File: src/rtl/ext_signals_input_capture.sv
// ---------------------------------------------------------------------------
// ext_signals_input_capture
//
// Receive side of the EXT signal pads. Each raw pad input is brought into the
// Clock domain with a 2-FF synchroniser, passed through a per-pad glitch
// filter and then routed (optionally inverted) onto a selectable bit of
// EXT_InputsVectorSignals. Configuration and readback go through the same
// command-frame interface as the output controller.
//
// Ports
//   Clock                    in   system clock, rising edge
//   Reset_N                  in   synchronous reset, active low
//   enable_cmd               in   command strobe, accepted only while busy=0
//   write_read               in   1=write, 0=read
//   addr_frame               in   register address
//   write_data_frame         in   write data
//   busy                     out  command in progress (one cycle per command)
//   read_data_frame          out  read data, held until the next accepted read
//   IO_Block_Y               in   raw asynchronous pad inputs
//   EXT_InputsVectorSignals  out  routed, filtered pad signals (registered)
//
// Command FSM
//   state   | meaning
//   ST_IDLE | waiting for enable_cmd; command fields captured on acceptance
//   ST_EXEC | busy=1; write applied / read data loaded at the end of this cycle
// ---------------------------------------------------------------------------
module ext_signals_input_capture #(
    parameter int N_PADS     = 10,
    parameter int VEC_WIDTH  = 32,
    parameter int FILT_WIDTH = 8
) (
    input  logic                  Clock,
    input  logic                  Reset_N,
    input  logic                  enable_cmd,
    input  logic                  write_read,
    input  logic [7:0]            addr_frame,
    input  logic [15:0]           write_data_frame,
    output logic                  busy,
    output logic [15:0]           read_data_frame,
    input  logic [N_PADS-1:0]     IO_Block_Y,
    output logic [VEC_WIDTH-1:0]  EXT_InputsVectorSignals
);

    localparam int IDX_W = 5;
    // Only the write-data bits some register actually uses are captured.
    localparam int WD_MAX1 = (N_PADS > FILT_WIDTH) ? N_PADS : FILT_WIDTH;
    localparam int WD_W    = (WD_MAX1 > 9) ? WD_MAX1 : 9;

    localparam logic [7:0] ADDR_FILT = 8'h10;
    localparam logic [7:0] ADDR_RAW  = 8'h20;
    localparam logic [7:0] ADDR_FLT  = 8'h21;
    localparam logic [7:0] ADDR_EDGE = 8'h22;

    typedef enum logic {
        ST_IDLE = 1'b0,
        ST_EXEC = 1'b1
    } state_t;

    state_t                 state_q, state_d;
    logic                   cmd_accept;
    logic                   cmd_exec;
    logic                   cmd_write;
    logic                   cmd_read;

    logic                   cmd_wr_q, cmd_wr_d;
    logic [7:0]             cmd_addr_q, cmd_addr_d;
    logic [WD_W-1:0]        cmd_wdata_q, cmd_wdata_d;
    logic [15:0]            rdata_q, rdata_d;
    logic [15:0]            rd_val;

    logic [IDX_W-1:0]       route_idx_q [N_PADS];
    logic [IDX_W-1:0]       route_idx_d [N_PADS];
    logic [N_PADS-1:0]      route_en_q, route_en_d;
    logic [N_PADS-1:0]      route_inv_q, route_inv_d;
    logic [FILT_WIDTH-1:0]  filt_q, filt_d;

    logic [N_PADS-1:0]      sync1_q, sync1_d;
    logic [N_PADS-1:0]      sync2_q, sync2_d;
    logic [FILT_WIDTH-1:0]  cnt_q [N_PADS];
    logic [FILT_WIDTH-1:0]  cnt_d [N_PADS];
    logic [N_PADS-1:0]      flt_q, flt_d;
    logic [N_PADS-1:0]      edge_flag_q, edge_flag_d;
    logic [N_PADS-1:0]      edge_clr;
    logic [VEC_WIDTH-1:0]   ext_q, ext_d;

    // ---------------- command FSM: state register ----------------
    always_ff @(posedge Clock) begin
        if (!Reset_N) begin
            state_q <= ST_IDLE;
        end else begin
            state_q <= state_d;
        end
    end

    // ---------------- command FSM: next state ----------------
    always_comb begin
        state_d = state_q;
        case (state_q)
            ST_IDLE: if (enable_cmd) state_d = ST_EXEC;
            ST_EXEC: state_d = ST_IDLE;
            default: state_d = ST_IDLE;
        endcase
    end

    // ---------------- command FSM: outputs ----------------
    always_comb begin
        busy       = 1'b0;
        cmd_accept = 1'b0;
        cmd_exec   = 1'b0;
        case (state_q)
            ST_IDLE: cmd_accept = enable_cmd;
            ST_EXEC: begin
                busy     = 1'b1;
                cmd_exec = 1'b1;
            end
            default: ;
        endcase
    end

    assign cmd_write = cmd_exec & cmd_wr_q;
    assign cmd_read  = cmd_exec & ~cmd_wr_q;

    // ---------------- command capture and register file ----------------
    always_comb begin
        cmd_wr_d    = cmd_wr_q;
        cmd_addr_d  = cmd_addr_q;
        cmd_wdata_d = cmd_wdata_q;
        if (cmd_accept) begin
            cmd_wr_d    = write_read;
            cmd_addr_d  = addr_frame;
            cmd_wdata_d = write_data_frame[WD_W-1:0];
        end
    end

    always_comb begin
        route_idx_d = route_idx_q;
        route_en_d  = route_en_q;
        route_inv_d = route_inv_q;
        filt_d      = filt_q;
        edge_clr    = '0;
        if (cmd_write) begin
            for (int n = 0; n < N_PADS; n++) begin
                if (cmd_addr_q == 8'(n)) begin
                    route_idx_d[n] = cmd_wdata_q[IDX_W-1:0];
                    route_en_d[n]  = cmd_wdata_q[7];
                    route_inv_d[n] = cmd_wdata_q[8];
                end
            end
            if (cmd_addr_q == ADDR_FILT) filt_d   = cmd_wdata_q[FILT_WIDTH-1:0];
            if (cmd_addr_q == ADDR_EDGE) edge_clr = cmd_wdata_q[N_PADS-1:0];
        end
    end

    always_comb begin
        rd_val = '0;
        for (int n = 0; n < N_PADS; n++) begin
            if (cmd_addr_q == 8'(n)) begin
                rd_val = 16'({route_inv_q[n], route_en_q[n], 2'b00, route_idx_q[n]});
            end
        end
        case (cmd_addr_q)
            ADDR_FILT: rd_val = 16'(filt_q);
            ADDR_RAW:  rd_val = 16'(sync2_q);
            ADDR_FLT:  rd_val = 16'(flt_q);
            ADDR_EDGE: rd_val = 16'(edge_flag_q);
            default:   ;
        endcase
        rdata_d = cmd_read ? rd_val : rdata_q;
    end

    // ---------------- synchroniser, filter, edge flags ----------------
    assign sync1_d = IO_Block_Y;
    assign sync2_d = sync1_q;

    always_comb begin
        for (int n = 0; n < N_PADS; n++) begin
            cnt_d[n] = '0;
            flt_d[n] = flt_q[n];
            if (sync2_q[n] != flt_q[n]) begin
                // >= rather than == so that lowering F below a running count
                // still lets the pending level through on the next cycle.
                if (cnt_q[n] >= filt_q) begin
                    flt_d[n] = sync2_q[n];
                end else if (cnt_q[n] == '1) begin
                    cnt_d[n] = cnt_q[n];
                end else begin
                    cnt_d[n] = cnt_q[n] + 1'b1;
                end
            end
        end
    end

    // A rise in the same cycle as a clear wins, so no edge is ever lost.
    assign edge_flag_d = (edge_flag_q & ~edge_clr) | (flt_d & ~flt_q);

    // ---------------- routing ----------------
    always_comb begin
        ext_d = '0;
        for (int k = 0; k < VEC_WIDTH; k++) begin
            for (int n = 0; n < N_PADS; n++) begin
                if (route_en_q[n] && (int'(route_idx_q[n]) == k)) begin
                    ext_d[k] = ext_d[k] | (flt_q[n] ^ route_inv_q[n]);
                end
            end
        end
    end

    // ---------------- datapath registers ----------------
    always_ff @(posedge Clock) begin
        if (!Reset_N) begin
            cmd_wr_q    <= 1'b0;
            cmd_addr_q  <= '0;
            cmd_wdata_q <= '0;
            rdata_q     <= '0;
            route_en_q  <= '0;
            route_inv_q <= '0;
            filt_q      <= '0;
            sync1_q     <= '0;
            sync2_q     <= '0;
            flt_q       <= '0;
            edge_flag_q <= '0;
            ext_q       <= '0;
            for (int n = 0; n < N_PADS; n++) begin
                route_idx_q[n] <= '0;
                cnt_q[n]       <= '0;
            end
        end else begin
            cmd_wr_q    <= cmd_wr_d;
            cmd_addr_q  <= cmd_addr_d;
            cmd_wdata_q <= cmd_wdata_d;
            rdata_q     <= rdata_d;
            route_en_q  <= route_en_d;
            route_inv_q <= route_inv_d;
            filt_q      <= filt_d;
            sync1_q     <= sync1_d;
            sync2_q     <= sync2_d;
            flt_q       <= flt_d;
            edge_flag_q <= edge_flag_d;
            ext_q       <= ext_d;
            for (int n = 0; n < N_PADS; n++) begin
                route_idx_q[n] <= route_idx_d[n];
                cnt_q[n]       <= cnt_d[n];
            end
        end
    end

    assign read_data_frame         = rdata_q;
    assign EXT_InputsVectorSignals = ext_q;

endmodule

File: config.mk
export PLATFORM = sky130hd
export DESIGN_NAME = ext_signals_input_capture
export DESIGN_NICKNAME = d
export VERILOG_FILES = /design/src/rtl/ext_signals_input_capture.sv
export SDC_FILE = /design/constraint.sdc
export NUM_CORES = 1
export LEC_CHECK = 0
export ABC_AREA = 1
export CORE_ASPECT_RATIO = 0.5
export CORE_MARGIN = 2
export CORE_UTILIZATION = 50
export CTS_CLUSTER_DIAMETER = 200
export DETAILED_ROUTE_END_ITERATION = 6
export PLACE_DENSITY = 0.76
export SLEW_MARGIN = 20
export SYNTH_ARGS = -nofsm -noshare
export SYNTH_HDL_FRONTEND = slang
export SYNTH_SLANG_ARGS = --single-unit
export TNS_END_PERCENT = 50
File: constraint.sdc
create_clock -name Clock -period 2.1 [get_ports Clock]
set_input_delay 0.315 -clock Clock [delete_from_list [all_inputs] [get_ports Clock]]
set_output_delay 0.315 -clock Clock [all_outputs]
set_load 0.01 [all_outputs]
==> results of run 1 <==
==> per-stage QoR <==
stage | TNS [ns] | total power [mW] | instances | hold slack (ns)
2_1_floorplan | 0 | 5.53 | 2258 | 0.390
4_1_cts | 0 | 10.3 | 2763 | 0.241
3_3_place_gp | 0 | 5.76 | 2718 | 0.398
6_report | 0 | 10.2 | 2767 | 0.266
5_1_grt | 0 | 10.6 | 2767 | 0.291
3_5_place_dp | -0.115 | 5.77 | 2718 | 0.399
==> report_power, final <==
| part | switching, mW | total (mW) | leakage [nW] | internal, mW |
|---|---|---|---|---|
| logic | 0.381 | 0.587 | 4.55 | 0.206 |
| registers | 0.0762 | 5.08 | 2.11 | 5.01 |
| clock network | 1.99 | 4.56 | 0.386 | 2.57 |
==> metal layers <==
metal / share of wire [%] / vias to the layer above / wire length (um)
li1: - / 7712 / -
met1: 45 / 7046 / 20800
met2: 44 / 587 / 20500
met3: 6.8 / 125 / 3160
met4: 4.6 / 0 / 2160
met5: 0 / - / 0
==> synth_stat cells (7+ instances only) <==
cell,instances
nand2_1,522
nor2_1,313
inv_1,263
dfxtp_1,260
a21oi_1,187
o22ai_1,131
o21ai_0,117
ha_1,90
nand3_1,58
nand4_1,54
nor3_1,33
clkbuf_1,32
xor2_1,31
buf_2,23
o2111ai_1,18
a211oi_1,16
xnor2_1,14
nand3b_1,9
buf_1,7
buf_4,7
==> worst register-to-register path: cells and delay by family, from the launching register on <==
kind	cells	cell delay, ns
AO/OA/AOI/OAI	4	0.61
adder cells (fa/ha/maj)	1	0.33
buffers and inverters	2	0.23
flip-flops	1	0.31
AND/OR/NAND/NOR	2	0.43
==> final timing paths <==
check,endpoint,slack [ns],cells past startpoint
setup reg to reg,cnt_q[1][3],0.11,9
hold / removal,state_q,0.27,4
setup / recovery,cnt_q[1][3],0.11,9
hold reg to reg,sync2_q[6],0.41,2
==> logic make-up (layout without fill, tap and decap cells) <==
| kind of cell | Yosys count | after routing | share of synthesized area [%] |
|---|---|---|---|
| flops | 260 | 260 | 34.2 |
| simple gates | 1025 | 1025 | 28.6 |
| mux | 1 | 1 | 0.0658 |
| buf+inv | 343 | 453 | 9.03 |
| xor+xnor | 45 | 45 | 2.59 |
| other cells | 1 | 6 | 0.0246 |
| compound gates | 488 | 488 | 18.1 |
| fa+ha+maj | 90 | 90 | 7.40 |
==> final cells by class <==
type | instances | area, um^2 | share of cell area [%]
clock buffers | 37 | 701 | 3.97
well taps | 399 | 499 | 2.83
clock inverters | 7 | 105 | 0.596
inverters | 270 | 1020 | 5.76
repair buffers | 139 | 1410 | 8.02
flip-flops and latches | 260 | 5200 | 29.5
multi-input cells | 1655 | 8690 | 49.3
==> sequential cells by signal, summed over array words and instances (netlist names) <==
name                     cells
flt_q                       10
cmd_wr_q                     1
route_en_q                  10
cmd_addr_q                   8
filt_q                       8
edge_flag_q                 10
sync1_q                     10
route_idx_q                 50
cmd_wdata_q                 10
cnt_q                       80
EXT_InputsVectorSignals     32
state_q                      1
route_inv_q                 10
sync2_q                     10
read_data_frame             10
==> timing repair <==
| item | 4_1_cts | 5_1_grt |
|---|---|---|
| endpoints found under the setup margin | 4 | 39 |
| gates resized for setup | 0 | 5 |
| cloned | 0 | 0 |
| buffers inserted | 1 | 4 |
==> flow_metrics.py, run 1 <==
metrics = {
    "outcome": {
        "status": "complete, no violations",
    },
    "global_route": {
        "grtUsageTotal_pct": 28.7,
        "grt_pass1_vias": 13900,
        "grt_first_pass_wirelength_um": 73300,
        "grt_use_met3_pct": 3.59,
        "met1_usage_pct": 39.0,
        "grt-ovfl-total": 0,
        "grt_max_degree": 144,
        "grtUsageMet2_pct": 45.8,
        "top_usage_layer": "met2",
        "antenna_found_initial": 0,
    },
    "synthesis": {
        "ys_top_cells_by_area": "dfxtp_1, nand2_1, nor2_1",
        "ys_ff_latch": 260,
        "synthFlopType": "dfxtp_1",
        "seq_area_frac_synth_pct": 34.2,
        "syn_inst": 2253,
        "synth_edf_count": 0,
        "avgSynthCellArea_um2": 6.76,
        "yosys.cell_types.count": 45,
        "netlist_area_mm2": 0.0152,
        "yosys_warnings": 0,
        "synthArstFlopShare_pct": 0,
        "synth_top_area_cell": "dfxtp_1",
        "synth_top_area_share_pct": 34.2,
    },
    "worst_hold_path": {
        "min_from": "Reset_N",
        "hold_class": "in2reg",
    },
    "setup_path": {
        "crit_top_cell": "a21oi_1",
        "crit_chain": "inv_1 -> buf_4 -> ha_1 -> a21oi_1 -> o21ai_0 -> nand2_1 -> o2111ai_1 -> nand3b_1 -> a21oi_1",
        "cp_slowest_cell": "nand3b_1",
        "critPathMaxStageDelay_ns": 0.37,
        "arrival_ns": 2.46,
        "endpoint_kind": "register",
        "worst_ep_required_time_ns": 2.57,
        "crit_type": "reg2reg",
        "critPathTopFamily": "compound AO/OA/AOI/OAI gates",
        "crit_fanout": 9,
        "regToRegStartpoint": "filt_q[1]",
        "critPathLaunchType": "register",
        "crit_buf_inv": 2,
        "setup.worst_path.start": "filt_q[1]",
    },
    "sta": {
        "worst_slew_pin_slew_ns": 0.761,
        "setup_ws_ns": 0.109,
        "period_share_pct": 94.8,
        "rsz0062_at_grt": "no",
        "finalClockSkew_ns": 0.0122,
        "finalHoldViolCount": 0,
        "maxSlewHeadroom_pct": 49.1,
        "slew_violations": 0,
        "finalSetupViolCount": 0,
        "fmax_ghz": 0.502,
        "fin_crit_ns": 1.99,
    },
    "clock_tree": {
        "cts_sinks": 260,
        "cts_hold_buf": 0,
        "clk_path_buf_depth": 3,
        "cts_tree": "built",
        "clk_latency_ns": 0.56,
        "htreeDepth": 1,
        "cts_buffers": 25,
        "root_buffer": "clkbuf_16",
        "clk_pin_slew_worst_paths_ns": 0.06,
    },
    "floorplan": {
        "dieArea_mm2": 0.0319,
        "start_util_pct": 50.5,
        "ios": 87,
        "fp.dieH_um": 127,
        "num_rows": 45,
        "core_mm2": 0.0301,
        "die_w_um": 251,
    },
    "drt": {
        "drc_errors": 0,
        "totalWireLength_um": 46600,
        "drtAntennaViolNets": 0,
        "vias": 15500,
        "drtIter0Drc": 1437,
        "viasPerCell": 5.59,
        "drt_pre_antenna_iters": 5,
        "wl_per_cell_um": 16.8,
    },
    "finish": {
        "antennaDiodeCount": 0,
        "layout_common_cells": "nand2_1, nor2_1, inv_1",
        "final_area_mm2": 0.0176,
        "fillerInstances": 2801,
        "final_common_cell": "nand2_1",
        "nets": 2479,
        "finish.utilization_pct": 58.5,
        "drive_gt1_share_pct": 6.21,
        "syn_to_final_growth_pct": 15.8,
    },
    "power_and_ir_drop": {
        "p_per_area_mw_per_mm2": 580,
        "p_leak_nw": 7.04,
        "max-vdd-ir-drop_mv": 0.562,
    },
    "place": {
        "gp_congestion": 1.05,
        "postPlaceCellArea_mm2": 0.0168,
        "port_buffers": 74,
        "place_ws_ns": -0.0355,
        "dp_hpwl_um": 34800,
    },
    "run": {
        "drv_cap": 0,
    },
}
Power figures use the tool's default switching activity.
==> run 2, diff against run 1 <==
--- a/config.mk
+++ b/config.mk
@@ -6,6 +6,7 @@
 export NUM_CORES = 1
 export LEC_CHECK = 0
 export ABC_AREA = 1
+export CAP_MARGIN = 20
 export CORE_ASPECT_RATIO = 0.5
 export CORE_MARGIN = 2
 export CORE_UTILIZATION = 50
==> run 2 against run 1 <==
Effect of this change: total power up 2.3%; critical endpoint is now cnt_q[7][2]; count of clock-buffer cells in the layout fell by 4; register-to-register slack about the same; critical path depth did not move; wire length grew 0.54%; clock power is 5.3% higher; die area unchanged; global-route usage rose by 0.056 points; combinational power about the same; sequential power hardly changed.
==> flow_metrics.py, run 2 (synthesis results as in run 1) <==
metrics = {
    "clock_tree": {
        "cts_sinks": 260,
        "root_buffer": "clkbuf_16",
        "clk_pin_slew_worst_paths_ns": 0.07,
        "clk_path_buf_depth": 3,
        "htreeDepth": 1,
        "cts_buffers": 25,
        "clk_latency_ns": 0.57,
        "cts_tree": "built",
    },
    "power_and_ir_drop": {
        "p_per_area_mw_per_mm2": 591,
        "max-vdd-ir-drop_mv": 0.475,
        "p_leak_nw": 7.08,
    },
    "floorplan": {
        "num_rows": 45,
        "fp.dieH_um": 127,
        "ios": 87,
        "core_mm2": 0.0301,
        "dieArea_mm2": 0.0319,
        "start_util_pct": 50.5,
        "die_w_um": 251,
    },
    "worst_hold_path": {
        "hold_class": "in2reg",
        "min_from": "Reset_N",
    },
    "drt": {
        "drc_errors": 0,
        "totalWireLength_um": 46900,
        "drtIter0Drc": 1592,
        "vias": 15500,
        "wl_per_cell_um": 16.9,
        "drt_pre_antenna_iters": 6,
        "drtAntennaViolNets": 0,
        "viasPerCell": 5.59,
    },
    "setup_path": {
        "r2r_setup_slack_ns": 0.12,
        "regToRegStartpoint": "filt_q[1]",
        "setup.worst_path.start": "filt_q[1]",
        "arrival_ns": 2.48,
        "critPathLaunchType": "register",
        "crit_type": "reg2reg",
        "crit_fanout": 9,
        "endpoint_kind": "register",
        "worst_ep_required_time_ns": 2.59,
    },
    "finish": {
        "nets": 2482,
        "layout_common_cells": "nand2_1, nor2_1, inv_1",
        "final_common_cell": "nand2_1",
        "drive_gt1_share_pct": 6.57,
        "largest_register_ffs": 80,
        "top_register": "cnt_q",
        "syn_to_final_growth_pct": 16.3,
        "antennaDiodeCount": 0,
    },
    "sta": {
        "finalClockSkew_ns": 0.0225,
        "fmax_ghz": 0.504,
        "worst_slew_pin_slew_ns": 0.832,
        "rsz0062_at_grt": "no",
        "hold-worst-slack_ns": 0.251,
        "period_share_pct": 94.5,
        "finalSetupTns_ns": 0,
        "finalSetupViolCount": 0,
        "fin_crit_ns": 1.98,
        "slew_violations": 0,
        "maxSlewHeadroom_pct": 44.3,
        "finalHoldViolCount": 0,
    },
    "global_route": {
        "grtUsageTotal_pct": 28.8,
        "grt-ovfl-total": 0,
        "grt_first_pass_wirelength_um": 73300,
        "antenna_found_initial": 0,
        "grt_max_degree": 144,
        "grt_pass1_vias": 13900,
    },
    "outcome": {
        "status": "complete, no violations",
    },
    "run": {
        "drv_cap": 0,
    },
    "place": {
        "dp_hpwl_um": 34900,
        "port_buffers": 74,
        "gp_congestion": 1.05,
    },
}
## run 2: changes by cell type in the layout (fill, tap and decap cells not counted), moves of 2 or more
cell	before	now
clkbuf_1	9	5
buf_4	51	53
clkinv_2	2	4
inv_6	0	2
## run 2: final timing paths
kind	to	cells after the start
max	cnt_q[7][2]	9
min	state_q	4
max reg2reg	cnt_q[7][2]	9
min reg2reg	sync2_q[6]	2
## run 2: layer usage
layer / global-route usage (%) / part of all wire (%) / vias up
li1: - / - / 7712
met1: 38.9 / 44 / 7039
met2: 45.7 / 44 / 606
met3: 3.85 / 7.2 / 127
met4: 14.1 / 4.9 / 0
met5: 0 / 0 / -
## run 2: what timing repair did
item | CTS | global route
hold buffers | 0 | 0
buffers inserted | 1 | 6
endpoints found under the setup margin | 8 | 54
gates resized for setup | 0 | 4
## run 2: cell type report
| cell class | count | area (um^2) |
|---|---|---|
| Fill cell | 2792 | 12400 |
| Clock inverter | 13 | 175 |
| Inverter | 270 | 1020 |
| Tap cell | 399 | 499 |
| Multi-Input combinational cell | 1655 | 8680 |
| Sequential cell | 260 | 5200 |
| Clock buffer | 33 | 686 |
| Timing Repair Buffer | 142 | 1440 |
## run 2: report_power, final
group	switching, mW	leakage (nW)	total, mW	internal, mW
logic	0.383	4.55	0.589	0.206
clock network	2.09	0.423	4.80	2.71
registers	0.0762	2.11	5.08	5.01
## run 2: worst max-delay path: stages (launching register included)
cell and delay [ns]:
dfxtp_1 0.31, inv_1 0.04, buf_4 0.20, ha_1 0.33, a21oi_1 0.14, o21ai_0 0.09, nand2_1 0.06, nand3_1 0.17
or2_2 0.42, nor3_1 0.14
## run 2: per-stage QoR
step | std cells | util, % | area (um^2) | total power, mW | setup slack [ns]
floorplan | 2258 | - | 15200 | 5.53 | 0.304
global placement | 2718 | 55.6 | 16800 | 5.76 | 0.0390
finish | 2772 | 58.8 | 17700 | 10.5 | 0.115
CTS | 2766 | 58.6 | 17600 | 10.5 | 0.0235
detailed placement | 2719 | 55.7 | 16800 | 5.77 | -0.0399
global route | 2772 | 58.8 | 17700 | 10.8 | 0.0126
==> run 3, diff against run 2 <==
--- a/config.mk
+++ b/config.mk
@@ -9,10 +9,10 @@
 export CAP_MARGIN = 20
 export CORE_ASPECT_RATIO = 0.5
 export CORE_MARGIN = 2
-export CORE_UTILIZATION = 50
+export CORE_UTILIZATION = 55
 export CTS_CLUSTER_DIAMETER = 200
 export DETAILED_ROUTE_END_ITERATION = 6
-export PLACE_DENSITY = 0.76
+export PLACE_DENSITY = 0.81
 export SLEW_MARGIN = 20
 export SYNTH_ARGS = -nofsm -noshare
 export SYNTH_HDL_FRONTEND = slang
==> run 3 against run 2 <==
Effect of this change: the run now ends with DRC left; critical path depth rose by 1; register-to-register slack barely moved; sequential share of layout area rose by 0.13 points.
==> flow_metrics.py, run 3 (synthesis results as in run 1) <==
metrics = {
    "outcome": {
        "status": "complete, but fails checks",
        "violations": "DRC",
    },
    "setup_path": {
        "crit_fanout": 12,
        "critPathLaunchType": "register",
        "endpoint_kind": "register",
        "arrival_ns": 2.47,
        "crit_type": "reg2reg",
        "worst_ep_required_time_ns": 2.57,
    },
    "finish": {
        "antennaDiodeCount": 0,
        "syn_to_final_growth_pct": 15.8,
        "top_register": "cnt_q",
        "largest_register_ffs": 80,
        "final_common_cell": "nand2_1",
        "layout_common_cells": "nand2_1, nor2_1, inv_1",
        "drive_gt1_share_pct": 6.57,
        "nets": 2485,
        "fillerInstances": 2362,
    },
    "sta": {
        "finalSetupTns_ns": 0,
        "rsz0062_at_grt": "yes",
        "fin_crit_ns": 2.00,
        "finalHoldViolCount": 0,
        "period_share_pct": 95.1,
        "worst_slew_pin_slew_ns": 1.04,
        "slew_violations": 0,
        "finalSetupViolCount": 0,
        "finalClockSkew_ns": 0.0228,
        "maxSlewHeadroom_pct": 30.5,
        "fmax_ghz": 0.501,
        "hold-worst-slack_ns": 0.270,
    },
    "floorplan": {
        "ios": 87,
        "fp.dieH_um": 122,
        "num_rows": 42,
        "start_util_pct": 56.8,
        "die_w_um": 239,
        "dieArea_mm2": 0.0291,
        "core_mm2": 0.0268,
    },
    "clock_tree": {
        "clk_latency_ns": 0.55,
        "clk_pin_slew_worst_paths_ns": 0.07,
        "root_buffer": "clkbuf_16",
        "htreeDepth": 1,
        "cts_sinks": 260,
        "clk_path_buf_depth": 3,
        "cts_tree": "built",
        "cts_buffers": 24,
    },
    "global_route": {
        "grt_first_pass_wirelength_um": 72900,
        "grt-ovfl-total": 0,
        "grt_max_degree": 144,
        "antenna_found_initial": 0,
        "grtUsageTotal_pct": 31.4,
        "grt_pass1_vias": 14300,
    },
    "drt": {
        "viasPerCell": 5.74,
        "drt_pre_antenna_iters": 7,
        "totalWireLength_um": 45700,
        "vias": 15600,
        "drtAntennaViolNets": 0,
        "drc_errors": 1,
        "drtIter0Drc": 1878,
        "wl_per_cell_um": 16.8,
    },
    "power_and_ir_drop": {
        "p_leak_nw": 7.07,
        "max-vdd-ir-drop_mv": 0.654,
        "p_per_area_mw_per_mm2": 593,
    },
    "worst_hold_path": {
        "hold_class": "in2reg",
    },
    "place": {
        "gp_congestion": 1.05,
        "dp_hpwl_um": 33800,
        "port_buffers": 74,
    },
    "run": {
        "drv_cap": 0,
    },
}
run 3: cell types whose count changed in the layout (fill, tap and decap cells not counted), sizes merged:
| cell | before | now |
|---|---|---|
| clkinvlp | 1 | 0 |
| bufinv | 3 | 5 |
| clkbuf | 33 | 30 |
| buf | 69 | 73 |
| inv | 274 | 270 |
| clkinv | 5 | 7 |
run 3: worst paths after layout:
path / startpoint / endpoint / slack (ns) / cells after the start
worst min register to register: sync1_q[0] / sync2_q[0] / 0.41 / 2
worst max register to register: filt_q[3] / cnt_q[8][2] / 0.10 / 10
worst max-delay path: filt_q[3] / cnt_q[8][2] / 0.10 / 10
worst min-delay path: Reset_N / state_q / 0.27 / 4
run 3: report_power, final:
| part | total (mW) | internal [mW] | switching (mW) |
|---|---|---|---|
| sequential | 5.07 | 5.01 | 0.0686 |
| combinational | 0.598 | 0.208 | 0.390 |
| clock | 4.77 | 2.79 | 1.98 |
run 3: stage by stage:
stage,power (mW),cell area (um^2),utilization [%],worst slack (ns),cells
floorplan,5.53,15200,-,0.304,2258
global placement,5.76,16700,62.4,0.119,2679
detailed placement,5.77,16700,62.4,0.0997,2679
CTS,10.5,17600,65.6,0.0309,2721
global route,10.8,17600,65.8,-0.0221,2725
finish,10.4,17600,65.8,0.102,2725
run 3: layout make-up:
type | instances | area [um^2] | area share [%]
multi-input combinational | 1655 | 8680 | 49.3
clock inverter | 12 | 196 | 1.11
timing repair buffer | 146 | 1440 | 8.18
sequential | 260 | 5200 | 29.5
inverter | 270 | 1020 | 5.77
clock buffer | 30 | 643 | 3.65
tap | 352 | 440 | 2.50
run 3: routing by layer:
metal / vias to the layer above / global-route usage (%) / wire length [um]
li1: 7700 / - / -
met1: 7045 / 41.0 / 19300
met2: 731 / 50.3 / 19900
met3: 172 / 5.57 / 4070
met4: 0 / 16.2 / 2420
met5: - / 0 / 0
run 3: repair_timing:
item	in CTS	in global routing
hold buffers	0	0
setup endpoints to repair	0	41
gates resized for setup	0	5
endpoints found under the hold margin	0	0
setup buffers	0	4
run 3: worst max-delay path, stage by stage, from the launching register on:
cell and delay [ns]:
dfxtp_1 0.31, inv_1 0.06, buf_12 0.15, ha_1 0.31, a21oi_1 0.15, o21ai_0 0.10, nand2_1 0.07, o2111ai_1 0.21
nand3b_1 0.26, buf_4 0.18, nor3_1 0.13
